File: src/rtl/regfile_arbiter.sv
// Round-robin arbiter in front of the SFR file: NREQ requesters share one write port
// and one combinational read port through an accept -> issue -> response pipeline.
module regfile_arbiter #(
  parameter int         NREQ      = 3,
  parameter logic [7:0] ADDR_LO   = 8'h81,
  parameter logic [7:0] ADDR_HI   = 8'h85,
  parameter logic [7:0] IDLE_ADDR = 8'h00
) (
  input  logic                 clk,
  input  logic                 rst_n,
  input  logic [NREQ-1:0]      req_valid,
  input  logic [NREQ-1:0]      req_we,
  input  logic [8*NREQ-1:0]    req_addr,
  input  logic [10*NREQ-1:0]   req_wdata,
  output logic [NREQ-1:0]      req_ready,
  output logic [NREQ-1:0]      rsp_valid,
  output logic [9:0]           rsp_rdata,
  output logic                 rsp_err,
  output logic [7:0]           int_wr_addr,
  output logic [9:0]           int_wr_data,
  output logic [7:0]           int_rd_addr,
  input  logic [9:0]           int_rd_data,
  output logic                 busy
);

  localparam int IW = (NREQ > 1) ? $clog2(NREQ) : 1;

  function automatic logic [NREQ-1:0] onehot(input logic [IW-1:0] idx);
    onehot = {{(NREQ-1){1'b0}}, 1'b1} << idx;
  endfunction

  logic [IW-1:0]   last_q, last_d;
  logic            iss_vld_q, iss_vld_d;
  logic [IW-1:0]   iss_id_q, iss_id_d;
  logic            iss_rd_q, iss_rd_d;
  logic            iss_err_q, iss_err_d;
  logic [7:0]      wr_addr_q, wr_addr_d;
  logic [9:0]      wr_data_q, wr_data_d;
  logic [7:0]      rd_addr_q, rd_addr_d;
  logic [NREQ-1:0] rsp_valid_q, rsp_valid_d;
  logic [9:0]      rsp_rdata_q, rsp_rdata_d;
  logic            rsp_err_q, rsp_err_d;

  logic            win_found_s;
  logic [IW-1:0]   win_idx_s;
  logic [IW-1:0]   cand_s;
  logic            hit_s;
  logic            sel_we_s;
  logic [7:0]      sel_addr_s;
  logic [9:0]      sel_wdata_s;
  logic            sel_legal_s;

  // Round-robin search: first valid requester after the last grant wins.
  always_comb begin
    win_found_s = 1'b0;
    win_idx_s   = '0;
    cand_s      = '0;
    hit_s       = 1'b0;
    for (int k = 1; k <= NREQ; k++) begin
      cand_s      = IW'((int'(last_q) + k) % NREQ);
      hit_s       = req_valid[cand_s] & ~win_found_s;
      win_idx_s   = hit_s ? cand_s : win_idx_s;
      win_found_s = win_found_s | hit_s;
    end
  end

  // Mux the winning requester's fields.
  always_comb begin
    sel_we_s    = 1'b0;
    sel_addr_s  = IDLE_ADDR;
    sel_wdata_s = 10'd0;
    for (int i = 0; i < NREQ; i++) begin
      sel_we_s    = (win_idx_s == IW'(i)) ? req_we[i]              : sel_we_s;
      sel_addr_s  = (win_idx_s == IW'(i)) ? req_addr[8*i +: 8]     : sel_addr_s;
      sel_wdata_s = (win_idx_s == IW'(i)) ? req_wdata[10*i +: 10]  : sel_wdata_s;
    end
    sel_legal_s = (sel_addr_s >= ADDR_LO) && (sel_addr_s <= ADDR_HI);
  end

  // Accept strobe; held low while reset is asserted.
  always_comb begin
    if (rst_n && win_found_s) begin
      req_ready = onehot(win_idx_s);
    end else begin
      req_ready = '0;
    end
  end

  // Next state: bus values are decided at accept time so the issue-stage outputs are registered.
  always_comb begin
    last_d      = win_found_s ? win_idx_s : last_q;
    iss_vld_d   = win_found_s;
    iss_id_d    = win_idx_s;
    iss_rd_d    = win_found_s & ~sel_we_s & sel_legal_s;
    iss_err_d   = win_found_s & ~sel_legal_s;
    wr_addr_d   = (win_found_s && sel_we_s && sel_legal_s) ? sel_addr_s  : IDLE_ADDR;
    wr_data_d   = (win_found_s && sel_we_s && sel_legal_s) ? sel_wdata_s : 10'd0;
    rd_addr_d   = (win_found_s && !sel_we_s) ? sel_addr_s : IDLE_ADDR;
    rsp_valid_d = iss_vld_q ? onehot(iss_id_q) : '0;
    rsp_rdata_d = iss_rd_q ? int_rd_data : 10'd0;
    rsp_err_d   = iss_vld_q & iss_err_q;
  end

  // Pipeline registers; reset discards any in-flight operation.
  always_ff @(posedge clk or negedge rst_n) begin
    if (!rst_n) begin
      last_q      <= IW'(NREQ - 1);
      iss_vld_q   <= 1'b0;
      iss_id_q    <= '0;
      iss_rd_q    <= 1'b0;
      iss_err_q   <= 1'b0;
      wr_addr_q   <= IDLE_ADDR;
      wr_data_q   <= 10'd0;
      rd_addr_q   <= IDLE_ADDR;
      rsp_valid_q <= '0;
      rsp_rdata_q <= 10'd0;
      rsp_err_q   <= 1'b0;
    end else begin
      last_q      <= last_d;
      iss_vld_q   <= iss_vld_d;
      iss_id_q    <= iss_id_d;
      iss_rd_q    <= iss_rd_d;
      iss_err_q   <= iss_err_d;
      wr_addr_q   <= wr_addr_d;
      wr_data_q   <= wr_data_d;
      rd_addr_q   <= rd_addr_d;
      rsp_valid_q <= rsp_valid_d;
      rsp_rdata_q <= rsp_rdata_d;
      rsp_err_q   <= rsp_err_d;
    end
  end

  assign int_wr_addr = wr_addr_q;
  assign int_wr_data = wr_data_q;
  assign int_rd_addr = rd_addr_q;
  assign rsp_valid   = rsp_valid_q;
  assign rsp_rdata   = rsp_rdata_q;
  assign rsp_err     = rsp_err_q;
  assign busy        = iss_vld_q;

endmodule

File: config.mk
export PLATFORM = sky130hd
export DESIGN_NAME = regfile_arbiter
export DESIGN_NICKNAME = d
export VERILOG_FILES = /design/src/rtl/regfile_arbiter.sv
export SDC_FILE = /design/constraint.sdc
export NUM_CORES = 1
export LEC_CHECK = 0
export ABC_AREA = 1
export CORE_MARGIN = 2
export CORE_UTILIZATION = 37
export CTS_CLUSTER_SIZE = 25
export DETAILED_ROUTE_END_ITERATION = 8
export HOLD_SLACK_MARGIN = 0.03
export PLACE_DENSITY_LB_ADDON = 0.08
export REMOVE_ABC_BUFFERS = 1
export SYNTH_ARGS = -nofsm -noshare
export SYNTH_HDL_FRONTEND = slang
export SYNTH_SLANG_ARGS = --single-unit
File: constraint.sdc
create_clock -name clk -period 2.45 [get_ports clk]
set_clock_uncertainty 0.2 [all_clocks]
set_input_delay 0.3675 -clock clk [delete_from_list [all_inputs] [get_ports clk]]
set_output_delay 0.3675 -clock clk [all_outputs]
set_load 0.02 [all_outputs]
==> reports/qor.csv <==
stage,metric,value,unit
place,GP Congestion,0.7816,
synth,Syn Inst Count,266,
power_and_ir_drop,Pint,3.075,mW
synth,xor and xnor area share after synthesis,0,%
timing,worst-margin pin slew,0.5871,ns
layout,design area,0.004427,mm2
timing,"Hold Violations, Final",0,
route,via count,2262,
die,Die Y-Extent,85.08,um
die,num ports,116,
place,hpwl dp,4699,um
timing,Max Freq,0.3638,GHz
setup_path,critical path endpoint category,flip-flop,
clocking,clock-pin slew on the worst setup and hold paths,0.09,ns
synth,count of unique library cells instantiated by Yosys,37,
setup_path,worst r2r src,last_q[1]$_DFFE_PN1P_,
route,wire per inst,13.43,um
min_path,worst hold path class,reg -> reg,
min_path,hold path depth,2,
power_and_ir_drop,leakage power,2.112,nW
place,placed cell area,0.003869,mm2
die,Core Box Area,0.006350,mm2
clocking,# clock sinks,47,
clocking,CTS tree,built,
synth,Yosys warnings,0,
power_and_ir_drop,clock power share,12.4,%
layout,nets,505,
setup_path,kind of cell adding the most delay to the critical path,simple AND/OR/NAND/NOR gates,
global_route,GRT Total Usage,19.57,%
timing,Slew headroom,60.86,%
power_and_ir_drop,sw power,2.341,mW
route,"antenna viol nets, final",0,
layout,Final Util,69.71,%
setup_path,Critical Path RT,2.49,ns
timing,RSZ-0062 raised after global routing,yes,
min_path,hold path start,iss_err_q$_DFF_PN0_,
synth,Yosys reg bits,47,
timing,Setup WS post-layout,-0.2988,ns
setup_path,Crit Path Max Fanout,7,
setup_path,worst r2r path cells,16,
layout,area of the multi-input gates,0.001267,mm2
global_route,initial antenna violation count,0,
clocking,worst-case clock buffer depth,2,
clocking,worst-skew pair later-pin latency,0.30,ns
clocking,TritonCTS Buffers,5,
timing,min Tclk post-route,2.749,ns
die,Initial Util,38.31,%
synth,simple-gate portion of the synthesized area,31.94,%
setup_path,Worst EP arrival,2.79,ns
run,max_cap viols,0,
setup_path,element type at the critical path start,flip-flop,
clocking,htree depth,2,
power_and_ir_drop,switching share of power,43.22,%
route,via-per-instance ratio,4.462,
route,Residual DRC,0,
synth,Syn Area/Cell,9.144,um2
power_and_ir_drop,Power Density,1223,mW/mm2
power_and_ir_drop,Seq pwr share,18.5,%
timing,period utilization,112.2,%
clocking,CTS Root Cell,clkbuf_8,
setup_path,Critical R2R Capture,int_wr_data[7]$_DFF_PN0_,
synth,Synth Area in Compound Gates,6.687,%
timing,Final setup viols,27,
layout,share of layout cells above drive strength 1,34.19,%
synth,adder-cell area share of the yosys netlist,2.058,%
die,row count,29,
global_route,largest net degree at the start of global routing,48,
die,die area,0.007239,mm2
setup_path,R2R setup slack,-0.30,ns
timing,Pins Over Slew Limit,0,
synth,mux share of post-synthesis cell area,0,%
synth,register area share after synthesis,48.41,%
outcome,outcome,"finished, violations left",
layout,storage element area,0.001177,mm2
place,IO buf count,115,
layout,Filler Cell Count,502,
power_and_ir_drop,power share of the combinational group,69.1,%
setup_path,WS Path Type,reg -> reg,
outcome,violated checks,negative setup slack,
power_and_ir_drop,peak supply drop,0.7797,mV
route,drt first pass iters,4,
setup_path,slowest CP cell,dfstp_2,
global_route,total gr overflow,0,
min_path,WHS Endpoint,rsp_err$_DFF_PN0_,
synth,largest family of logic cells by synthesized area,simple AND/OR/NAND/NOR gates,
route,WL final,6807,um
route,DR iter-0 viols,60,
global_route,first-pass GRT wire length,11160,um
global_route,vias in the first global route,2423,
setup_path,worst-path cell chain,ha_4 > o21ai_4 > nand2_4 > nand3_4 > nand2_4 > clkinv_4 > nand2_8 > buf_8 > nand2_2 > nand3_2 > nand2_2 > nand3_2 > nor2_4 > nand3_4 > buf_16 > nor2_4,
power_and_ir_drop,Design Power,5.415,mW
layout,Antenna Cells,0,
synth,Synth Cell Area,0.002432,mm2
die,die extent in x,85.08,um
setup_path,sum of buffers and inverters on the critical path,3,
layout,"Area growth, synth to finish",82.00,%
setup_path,crit-path max cell delay,0.61,ns
cells in the final DEF, fill, tap and decap left out, drive strengths merged, types with 2 or more instances in the layout:
cell,synthesis,routed
dfrtp,46,46
a221oi,6,6
bufinv,0,2
nand4,3,3
a22o,4,4
nand3,22,22
o21ai,5,5
a21oi,5,5
ha,4,4
nor2,39,39
clkbuf,2,6
clkdlybuf4s50,0,111
or2,2,2
buf,6,48
inv,45,47
nor3,3,3
nand2,67,67
conb,1,4
flip-flops by register name, indices dropped and copies added, names as in the netlist:
| name | cells |
|---|---|
| int_wr_data | 10 |
| rsp_rdata | 10 |
| int_rd_addr | 8 |
| int_wr_addr | 8 |
| rsp_valid | 3 |
| iss_id_q | 2 |
| last_q | 2 |
| busy | 1 |
| iss_err_q | 1 |
| iss_rd_q | 1 |
| rsp_err | 1 |
layout make-up:
cell class / count / share of cell area [%]
Clock buffer: 6 / 1.639
Timing Repair inverter: 1 / 0.1413
Inverter: 47 / 4.324
Tap cell: 77 / 2.176
Timing Repair Buffer: 160 / 35.13
Clock inverter: 2 / 1.357
Multi-Input combinational cell: 167 / 28.63
Sequential cell: 47 / 26.60
per-stage QoR:
step                std cells  setup slack [ns]  hold WS (ns)  TNS, ns
floorplan                 261           -0.3884       -0.1281   -6.382
global placement          486           -0.3545        0.2257   -8.480
detailed placement        486           -0.4438        0.2224   -10.81
CTS                       505           -0.2464        0.2423   -4.860
global route              507           -0.4296        0.2761   -8.211
finish                    507           -0.2988        0.2407   -5.309
power by group through the flow:
| stage | registers, mW | clock network (mW) | logic (mW) |
|---|---|---|---|
| 3_3_place_gp | 1.01 | 0 | 2.86 |
| 6_report | 1.00 | 0.670 | 3.74 |
| 5_1_grt | 1.02 | 0.717 | 4.04 |
| 2_1_floorplan | 1.16 | 0 | 1.46 |
| 3_5_place_dp | 1.01 | 0 | 2.89 |
| 4_1_cts | 1.00 | 0.683 | 3.55 |
worst max-delay path by stage:
stage,start,end,cells past startpoint
after global placement,last_q[1]$_DFFE_PN1P_,int_wr_data[8]$_DFF_PN0_,14
after floorplan,last_q[0]$_DFFE_PN0P_,int_wr_addr[0]$_DFF_PN0_,14
after detailed placement,last_q[1]$_DFFE_PN1P_,int_wr_addr[1]$_DFF_PN0_,19
after global routing,last_q[1]$_DFFE_PN1P_,int_wr_data[0]$_DFF_PN0_,16
final,last_q[1]$_DFFE_PN1P_,int_wr_data[7]$_DFF_PN0_,16
after CTS,last_q[1]$_DFFE_PN1P_,int_wr_data[7]$_DFF_PN0_,18
per-layer routing:
layer / share of wire, % / up-vias / GRT usage, %
met4: 1.7 / 0 / 6.205
met2: 55 / 68 / 36.22
li1: - / 1143 / -
met3: 5.2 / 8 / 3.794
met1: 39 / 1043 / 22.60
met5: 0 / - / 0
worst min-delay path: cells and delay by family (launching register included):
family	cells	cell delay, ns
buf+inv	1	0.04
flops	1	0.33
simple gates	1	0.05
logic make-up after synthesis:
logic type      Yosys count
fa+ha+maj                 4
buf+inv                  55
compound gates           21
other cells               1
simple gates            138
flops                    47
Yosys cell counts:
cell type	count	area, um2
buf_6	4	45.04
nand4_2	1	12.51
nand4_4	1	21.27
clkinv_4	1	8.760
a22o_1	4	35.03
nand2_4	6	67.56
clkinv_1	1	3.750
nand3b_2	1	11.26
nand3_4	1	17.52
buf_2	1	5.000
nor2_4	11	123.9
inv_2	6	22.52
o21ai_0	3	15.01
a21oi_1	5	25.02
dfrtp_1	46	1151
nand4_1	1	6.260
a221oi_1	6	52.55
clkbuf_1	2	7.510
dfstp_2	1	26.28
inv_4	1	6.260
o21ai_1	1	5.000
conb_1	1	3.750
or2_1	1	6.260
or2_0	1	6.260
nor3b_1	1	7.510
nand3_1	16	80.08
buf_12	1	20.02
o21ai_2	1	8.760
a31oi_4	1	21.27
nor3_1	3	15.01
ha_1	4	50.05
nand2_1	56	210.2
nor2_2	2	12.51
inv_1	38	142.6
nor2_1	26	97.59
nand2_2	5	31.28
nand3_2	5	50.05
repair_timing:
| action | 4_1_cts | 5_1_grt |
|---|---|---|
| hold buffers | 1 | 0 |
| pin swaps | 20 | 15 |
| gates cloned | 3 | 0 |
| setup buffers | 7 | 2 |
| gates resized for setup | 75 | 21 |
| hold endpoints to repair | 41 | 0 |
| endpoints found under the setup margin | 27 | 27 |
(Power assumes the default switching activity.)
